$ cat config.mk
export PLATFORM = sky130hd
export DESIGN_NAME = ps2_keyboard_rx_flat
export DESIGN_NICKNAME = d
export VERILOG_FILES = /design/src/rtl/ps2_keyboard_rx_if.sv /design/src/rtl/ps2_keyboard_rx.sv /design/src/flat_wrapper.sv
export SDC_FILE = /design/constraint.sdc
export NUM_CORES = 1
export LEC_CHECK = 0
export CORE_MARGIN = 1
export CORE_UTILIZATION = 45
export CTS_CLUSTER_DIAMETER = 60
export DETAILED_ROUTE_END_ITERATION = 6
export GPL_ROUTABILITY_DRIVEN = 0
export PLACE_DENSITY = 0.73
export SYNTH_ARGS = -nofsm -noshare
export SYNTH_HDL_FRONTEND = slang
export SYNTH_SLANG_ARGS = --single-unit
$ cat constraint.sdc
create_clock -name clk -period 2.7 [get_ports clk]
set_clock_uncertainty 0.2 [all_clocks]
set_input_delay 0.27 -clock clk [delete_from_list [all_inputs] [get_ports clk]]
set_output_delay 0.27 -clock clk [all_outputs]
set_load 0.02 [all_outputs]
$ cat src/rtl/ps2_keyboard_rx_if.sv
// Key-event bundle between the PS/2 receiver and its consumer: raw keyboard
// lines in, decoded scan-code nibbles, flags and strobes out.
interface ps2_keyboard_rx_if;
  logic       ps2_clk;
  logic       ps2_data;
  logic [3:0] hex1;
  logic [3:0] hex0;
  logic       keyup;
  logic       ext;
  logic       code_valid;
  logic       frame_err;

  modport master (
    input  ps2_clk, ps2_data,
    output hex1, hex0, keyup, ext, code_valid, frame_err
  );

  modport slave (
    output ps2_clk, ps2_data,
    input  hex1, hex0, keyup, ext, code_valid, frame_err
  );
endinterface

$ cat src/rtl/ps2_keyboard_rx.sv
// PS/2 keyboard receiver: synchronise and de-glitch the keyboard lines, deframe
// 11-bit frames, fold F0/E0 prefixes into flags. `PS2_TIMEOUT_EN adds a frame watchdog.
module ps2_keyboard_rx #(
  parameter int FILTER_LEN     = 8,
  parameter int TIMEOUT_CYCLES = 200000
) (
  input logic               clk,
  input logic               reset,
  ps2_keyboard_rx_if.master bus
);

  localparam int FCW = $clog2(FILTER_LEN + 1);

  typedef enum logic [1:0] {IDLE, DATA, PARITY, STOP} state_t;

  logic           clk_meta_q, clk_meta_d, clk_sync_q, clk_sync_d;
  logic           data_meta_q, data_meta_d, data_sync_q, data_sync_d;
  logic [FCW-1:0] clk_cnt_q, clk_cnt_d, data_cnt_q, data_cnt_d;
  logic           clk_filt_q, clk_filt_d, data_filt_q, data_filt_d;
  logic           clk_prev_q, clk_prev_d;
  logic           fall_stb;

  state_t         state_q, state_d;
  logic [2:0]     bit_cnt_q, bit_cnt_d;
  logic [7:0]     shift_q, shift_d;
  logic           parity_q, parity_d;
  logic           break_pending_q, break_pending_d;
  logic           ext_pending_q, ext_pending_d;
  logic [7:0]     hex_q, hex_d;
  logic           keyup_q, keyup_d;
  logic           ext_q, ext_d;
  logic           code_valid_q, code_valid_d;
  logic           frame_err_q, frame_err_d;

`ifdef PS2_TIMEOUT_EN
  localparam int TCW = $clog2(TIMEOUT_CYCLES + 1);
  logic [TCW-1:0] to_cnt_q, to_cnt_d;
`endif

  // A filtered line only follows its synchronised input after FILTER_LEN equal samples.
  always_comb begin
    clk_meta_d  = bus.ps2_clk;
    clk_sync_d  = clk_meta_q;
    data_meta_d = bus.ps2_data;
    data_sync_d = data_meta_q;
    clk_cnt_d   = '0;
    clk_filt_d  = clk_filt_q;
    data_cnt_d  = '0;
    data_filt_d = data_filt_q;
    clk_prev_d  = clk_filt_q;
    if (clk_sync_q != clk_filt_q) begin
      if (clk_cnt_q == FCW'(FILTER_LEN - 1)) clk_filt_d = clk_sync_q;
      else                                   clk_cnt_d  = clk_cnt_q + 1'b1;
    end
    if (data_sync_q != data_filt_q) begin
      if (data_cnt_q == FCW'(FILTER_LEN - 1)) data_filt_d = data_sync_q;
      else                                    data_cnt_d  = data_cnt_q + 1'b1;
    end
  end

  assign fall_stb = clk_prev_q & ~clk_filt_q;

  always_comb begin
    state_d         = state_q;
    bit_cnt_d       = bit_cnt_q;
    shift_d         = shift_q;
    parity_d        = parity_q;
    break_pending_d = break_pending_q;
    ext_pending_d   = ext_pending_q;
    hex_d           = hex_q;
    keyup_d         = keyup_q;
    ext_d           = ext_q;
    code_valid_d    = 1'b0;
    frame_err_d     = 1'b0;
    case (state_q)
      IDLE: begin
        if (fall_stb && !data_filt_q) begin
          state_d   = DATA;
          bit_cnt_d = '0;
        end
      end
      DATA: begin
        if (fall_stb) begin
          shift_d   = {data_filt_q, shift_q[7:1]};
          bit_cnt_d = bit_cnt_q + 3'd1;
          if (bit_cnt_q == 3'd7) state_d = PARITY;
        end
      end
      PARITY: begin
        if (fall_stb) begin
          parity_d = data_filt_q;
          state_d  = STOP;
        end
      end
      STOP: begin
        if (fall_stb) begin
          state_d = IDLE;
          // Odd parity over data plus parity bit, and a high stop bit.
          if (data_filt_q && (^{shift_q, parity_q})) begin
            if (shift_q == 8'hF0) begin
              break_pending_d = 1'b1;
            end else if (shift_q == 8'hE0) begin
              ext_pending_d = 1'b1;
            end else begin
              hex_d           = shift_q;
              keyup_d         = break_pending_q;
              ext_d           = ext_pending_q;
              code_valid_d    = 1'b1;
              break_pending_d = 1'b0;
              ext_pending_d   = 1'b0;
            end
          end else begin
            frame_err_d     = 1'b1;
            break_pending_d = 1'b0;
            ext_pending_d   = 1'b0;
          end
        end
      end
      default: state_d = IDLE;
    endcase
`ifdef PS2_TIMEOUT_EN
    to_cnt_d = (state_q == IDLE || fall_stb) ? '0 : to_cnt_q + 1'b1;
    if (state_q != IDLE && !fall_stb && to_cnt_q == TCW'(TIMEOUT_CYCLES - 1)) begin
      state_d         = IDLE;
      frame_err_d     = 1'b1;
      break_pending_d = 1'b0;
      ext_pending_d   = 1'b0;
      to_cnt_d        = '0;
    end
`endif
  end

  always_ff @(posedge clk or negedge reset) begin
    if (!reset) begin
      clk_meta_q      <= 1'b1;
      clk_sync_q      <= 1'b1;
      data_meta_q     <= 1'b1;
      data_sync_q     <= 1'b1;
      clk_cnt_q       <= '0;
      data_cnt_q      <= '0;
      clk_filt_q      <= 1'b1;
      data_filt_q     <= 1'b1;
      clk_prev_q      <= 1'b1;
      state_q         <= IDLE;
      bit_cnt_q       <= '0;
      shift_q         <= '0;
      parity_q        <= 1'b0;
      break_pending_q <= 1'b0;
      ext_pending_q   <= 1'b0;
      hex_q           <= '0;
      keyup_q         <= 1'b1;
      ext_q           <= 1'b0;
      code_valid_q    <= 1'b0;
      frame_err_q     <= 1'b0;
    end else begin
      clk_meta_q      <= clk_meta_d;
      clk_sync_q      <= clk_sync_d;
      data_meta_q     <= data_meta_d;
      data_sync_q     <= data_sync_d;
      clk_cnt_q       <= clk_cnt_d;
      data_cnt_q      <= data_cnt_d;
      clk_filt_q      <= clk_filt_d;
      data_filt_q     <= data_filt_d;
      clk_prev_q      <= clk_prev_d;
      state_q         <= state_d;
      bit_cnt_q       <= bit_cnt_d;
      shift_q         <= shift_d;
      parity_q        <= parity_d;
      break_pending_q <= break_pending_d;
      ext_pending_q   <= ext_pending_d;
      hex_q           <= hex_d;
      keyup_q         <= keyup_d;
      ext_q           <= ext_d;
      code_valid_q    <= code_valid_d;
      frame_err_q     <= frame_err_d;
    end
  end

`ifdef PS2_TIMEOUT_EN
  always_ff @(posedge clk or negedge reset) begin
    if (!reset) to_cnt_q <= '0;
    else        to_cnt_q <= to_cnt_d;
  end
`endif

  assign bus.hex1       = hex_q[7:4];
  assign bus.hex0       = hex_q[3:0];
  assign bus.keyup      = keyup_q;
  assign bus.ext        = ext_q;
  assign bus.code_valid = code_valid_q;
  assign bus.frame_err  = frame_err_q;

endmodule

$ cat src/flat_wrapper.sv
// flat-port wrapper written by rule: the top's interface ports become plain ports
module ps2_keyboard_rx_flat 
#(
  parameter int FILTER_LEN     = 8,
  parameter int TIMEOUT_CYCLES = 200000
)
  (clk, reset, bus_ps2_clk, bus_ps2_data, bus_hex1, bus_hex0, bus_keyup, bus_ext, bus_code_valid, bus_frame_err);
  ps2_keyboard_rx_if bus_i ();
  input logic clk;
  input logic reset;
  input wire logic [$bits(bus_i.ps2_clk)-1:0] bus_ps2_clk;
  input wire logic [$bits(bus_i.ps2_data)-1:0] bus_ps2_data;
  output wire logic [$bits(bus_i.hex1)-1:0] bus_hex1;
  output wire logic [$bits(bus_i.hex0)-1:0] bus_hex0;
  output wire logic [$bits(bus_i.keyup)-1:0] bus_keyup;
  output wire logic [$bits(bus_i.ext)-1:0] bus_ext;
  output wire logic [$bits(bus_i.code_valid)-1:0] bus_code_valid;
  output wire logic [$bits(bus_i.frame_err)-1:0] bus_frame_err;
  assign bus_i.ps2_clk = bus_ps2_clk;
  assign bus_i.ps2_data = bus_ps2_data;
  assign bus_hex1 = bus_i.hex1;
  assign bus_hex0 = bus_i.hex0;
  assign bus_keyup = bus_i.keyup;
  assign bus_ext = bus_i.ext;
  assign bus_code_valid = bus_i.code_valid;
  assign bus_frame_err = bus_i.frame_err;
  ps2_keyboard_rx #(.FILTER_LEN(FILTER_LEN), .TIMEOUT_CYCLES(TIMEOUT_CYCLES)) u_core (.clk(clk), .reset(reset), .bus(bus_i));
endmodule
==> impl_metrics.py <==
metrics = {
    "run_status": {
        "result_of_the_run": "finished clean",
    },
    "sta": {
        "setup_viol": 0,
        "max_slew.worst_pin.slew_ns": 0.9337,
        "grt_setup_unrepaired": "no",
        "slew_headroom_pct": 37.75,
        "report.final.slew_viol_count": 0,
        "final-hold-violation-count": 0,
        "layout_min_cycle_time_ns": 2.591,
        "max_freq_ghz": 0.3860,
        "fin_crit_sh_pct": 95.96,
        "layout_setup_ws_ns": 0.1090,
    },
    "grt": {
        "grt_antenna_before_repair": 0,
        "vias_in_the_first_global_route": 1223,
        "grt_start_max_net_pins": 44,
        "global_route.overflow_total": 0,
        "grt_pass1_wl_um": 5333,
        "grt_util_overall_pct": 16.47,
    },
    "logic_synthesis": {
        "synth-seq-area-share_pct": 56.69,
        "syn-num-nets": 159,
        "yosys.cell_types.count": 29,
        "post_synth_instance_area_sq_um": 1916,
        "synth_seq_cells": 43,
        "syn_inst": 147,
        "synth_area_per_cell_sq_um": 13.03,
        "yosysWarnings": 0,
    },
    "critical_path": {
        "worstPathArrival_ns": 2.57,
        "worst-r2r-setup-slack_ns": 0.11,
        "r2r_end": "u_core.hex_q[7]",
        "cp-startpoint": "u_core.shift_q[7]",
        "crit_required_ns": 2.68,
        "crit_path_max_fanout": 6,
        "critPathCaptureType": "register",
        "worst_setup_path_start_kind": "register",
        "worstReg2RegStart": "u_core.shift_q[7]",
        "timing.reg2reg.worst_path_depth": 7,
        "cp-endpoint": "u_core.hex_q[7]",
        "critPathKind": "register to register",
    },
    "cells_and_area": {
        "n_antenna_cell": 0,
        "instances_no_fill": 225,
        "syn2layout_area_growth_pct": 20.90,
        "nFillCells": 317,
        "utilization_pct": 57.08,
        "layout.nets": 186,
        "drive_above_1_share_pct": 30.29,
        "final_design_area_no_fill_sq_um": 2316,
    },
    "worst_hold_path": {
        "holdCritPathClass": "register to register",
    },
    "detailed_routing": {
        "viasPerCell": 5.204,
        "first_pass_iters": 4,
        "postRouteWirelength_um": 3255,
        "final_antenna_net_count": 0,
        "detail_route.iter0.violations": 72,
        "drc": 0,
        "routed_wire_length_per_instance_um": 14.47,
        "route.vias.total": 1171,
    },
    "placement": {
        "placement.cell_area_sq_um": 2131,
        "dp.final_hpwl_um": 2244,
        "io_buffers": 15,
        "pre_cts_ws_ns": -0.2074,
        "place.detailed.instances": 213,
    },
    "clocking": {
        "number_of_clock_buffers_inserted_by_tritoncts": 5,
        "cts_root_buffer": "clkbuf_8",
        "clock_latency_ns": 0.29,
        "tritoncts": "done",
        "clock_h_tree_levels": 2,
        "number_of_clock_sinks_seen_by_cts": 43,
        "clk_path_buf_depth": 2,
        "path_clk_slew_ns": 0.08,
    },
    "floorplan": {
        "num_rows": 23,
        "initial_core_util_pct": 47.21,
        "dieWidth_um": 67.25,
        "floorplan.die_area_sq_um": 4522,
        "floorplan.die.height_um": 67.25,
        "coreArea_sq_um": 4058,
        "io_pins": 16,
    },
    "pwr": {
        "power_density_nw_per_um2": 789.5,
        "irDropWorstVdd_mv": 0.5014,
        "power_leakage_nw": 1.127,
    },
    "run": {
        "max_cap_violations": 0,
    },
}
timing repair:
action | in CTS | in global routing
endpoints found under the hold margin | 35 | 0
gates resized for setup | 1 | 2
cloned | 0 | 1
hold buffers | 1 | 0
setup buffers | 0 | 2
pin swaps | 0 | 2
endpoints found under the setup margin | 8 | 9
registers in the layout, indices dropped and copies added (netlist names), 2 cells and up:
name and count:
u_core.data_cnt_q 4, u_core.bit_cnt_q 3, u_core.clk_cnt_q 4, u_core.hex_q 8, u_core.state_q 2, u_core.shift_q 8
Yosys cell counts, drive strengths merged:
library cell / instances / share of area (%)
ha: 8 / 5.2
a21oi: 6 / 1.6
a32o: 2 / 1.0
xnor3: 2 / 2.4
clkbuf: 1 / 0.39
o41ai: 1 / 0.85
xor2: 1 / 0.46
nand3: 3 / 0.78
nor3: 6 / 1.6
a221oi: 1 / 1.4
a22o: 2 / 1.0
nand2: 10 / 2.0
nor2b: 4 / 1.3
dfstp: 8 / 11
nand4b: 1 / 0.46
inv: 4 / 0.78
mux2: 20 / 12
nand2b: 1 / 0.33
o21ai: 5 / 1.3
dfrtp: 35 / 46
and4b: 1 / 0.52
nor2: 11 / 2.2
xnor2: 9 / 4.1
and2: 2 / 0.72
buf: 3 / 1.2
power breakdown:
part / total (mW) / internal, mW / switching, mW
Clock: 0.509 / 0.299 / 0.210
Sequential: 0.855 / 0.763 / 0.0924
Combinational: 0.465 / 0.228 / 0.237
critical path, cell delays in order (launching register included):
cell and delay [ns]:
dfrtp_1 0.41, xnor2_2 0.16, xnor3_2 0.45, buf_4 0.17
xnor2_2 0.16, a221oi_4 0.41, o41ai_4 0.21, mux2_2 0.31
per-layer routing:
layer / GRT usage, % / vias up / routed length, um
met1: 17.61 / 581 / 1366
met5: 0 / - / 0
met2: 29.25 / 21 / 1729
met4: 9.574 / 0 / 53
li1: - / 564 / -
met3: 4.054 / 5 / 105
layout make-up:
class	count	area [sq um]	share of cell area (%)
sequential	43	1086	46.89
multi-input combinational	97	827.0	35.71
timing repair buffer	23	207.7	8.968
clock buffer	6	82.58	3.566
tap	50	62.56	2.701
clock inverter	2	35.03	1.513
inverter	4	15.01	0.6483
cells by family (layout without fill, tap and decap cells):
family | count (synthesis) | in the layout | share of synthesized area (%)
AND/OR/NAND/NOR | 39 | 39 | 9.798
flip-flops | 43 | 43 | 56.69
AO/OA/AOI/OAI | 17 | 18 | 7.185
XOR/XNOR | 12 | 12 | 6.989
buffers and inverters | 8 | 35 | 2.351
adder cells (fa/ha/maj) | 8 | 8 | 5.226
multiplexers | 20 | 20 | 11.76
per-stage QoR:
| stage | total power, mW | setup TNS, ns | hold slack [ns] |
|---|---|---|---|
| 2_1_floorplan | 1.176 | 0 | -0.2256 |
| 3_3_place_gp | 1.259 | -0.9062 | 0.1455 |
| 3_5_place_dp | 1.296 | -1.505 | 0.1473 |
| 4_1_cts | 1.815 | 0 | 0.1596 |
| 5_1_grt | 1.941 | 0 | 0.1619 |
| 6_report | 1.829 | 0 | 0.1574 |
worst min-delay path by stage:
stage | start | end | slack [ns] | cells after the start
after floorplan | reset | u_core.bit_cnt_q[0] | -0.23 | 0
after global placement | u_core.data_meta_q | u_core.data_sync_q | 0.15 | 0
after detailed placement | u_core.data_meta_q | u_core.data_sync_q | 0.15 | 0
after CTS | u_core.data_meta_q | u_core.data_sync_q | 0.16 | 0
after global routing | u_core.clk_meta_q | u_core.clk_sync_q | 0.16 | 0
final | u_core.data_meta_q | u_core.data_sync_q | 0.16 | 0
placed cells by master (no fill, tap or decap), drive strengths merged, types with 2 or more instances in the layout:
cell,count
dfrtp,35
mux2,20
clkdlybuf4s50,14
nor2,11
nand2,10
xnor2,9
ha,8
dfstp,8
buf,8
nor3,6
a21oi,6
clkbuf,6
o21ai,5
inv,4
nor2b,4
nand3,3
a32o,2
a22o,2
xnor3,2
and2,2
o41ai,2
Power figures use the tool's default switching activity.
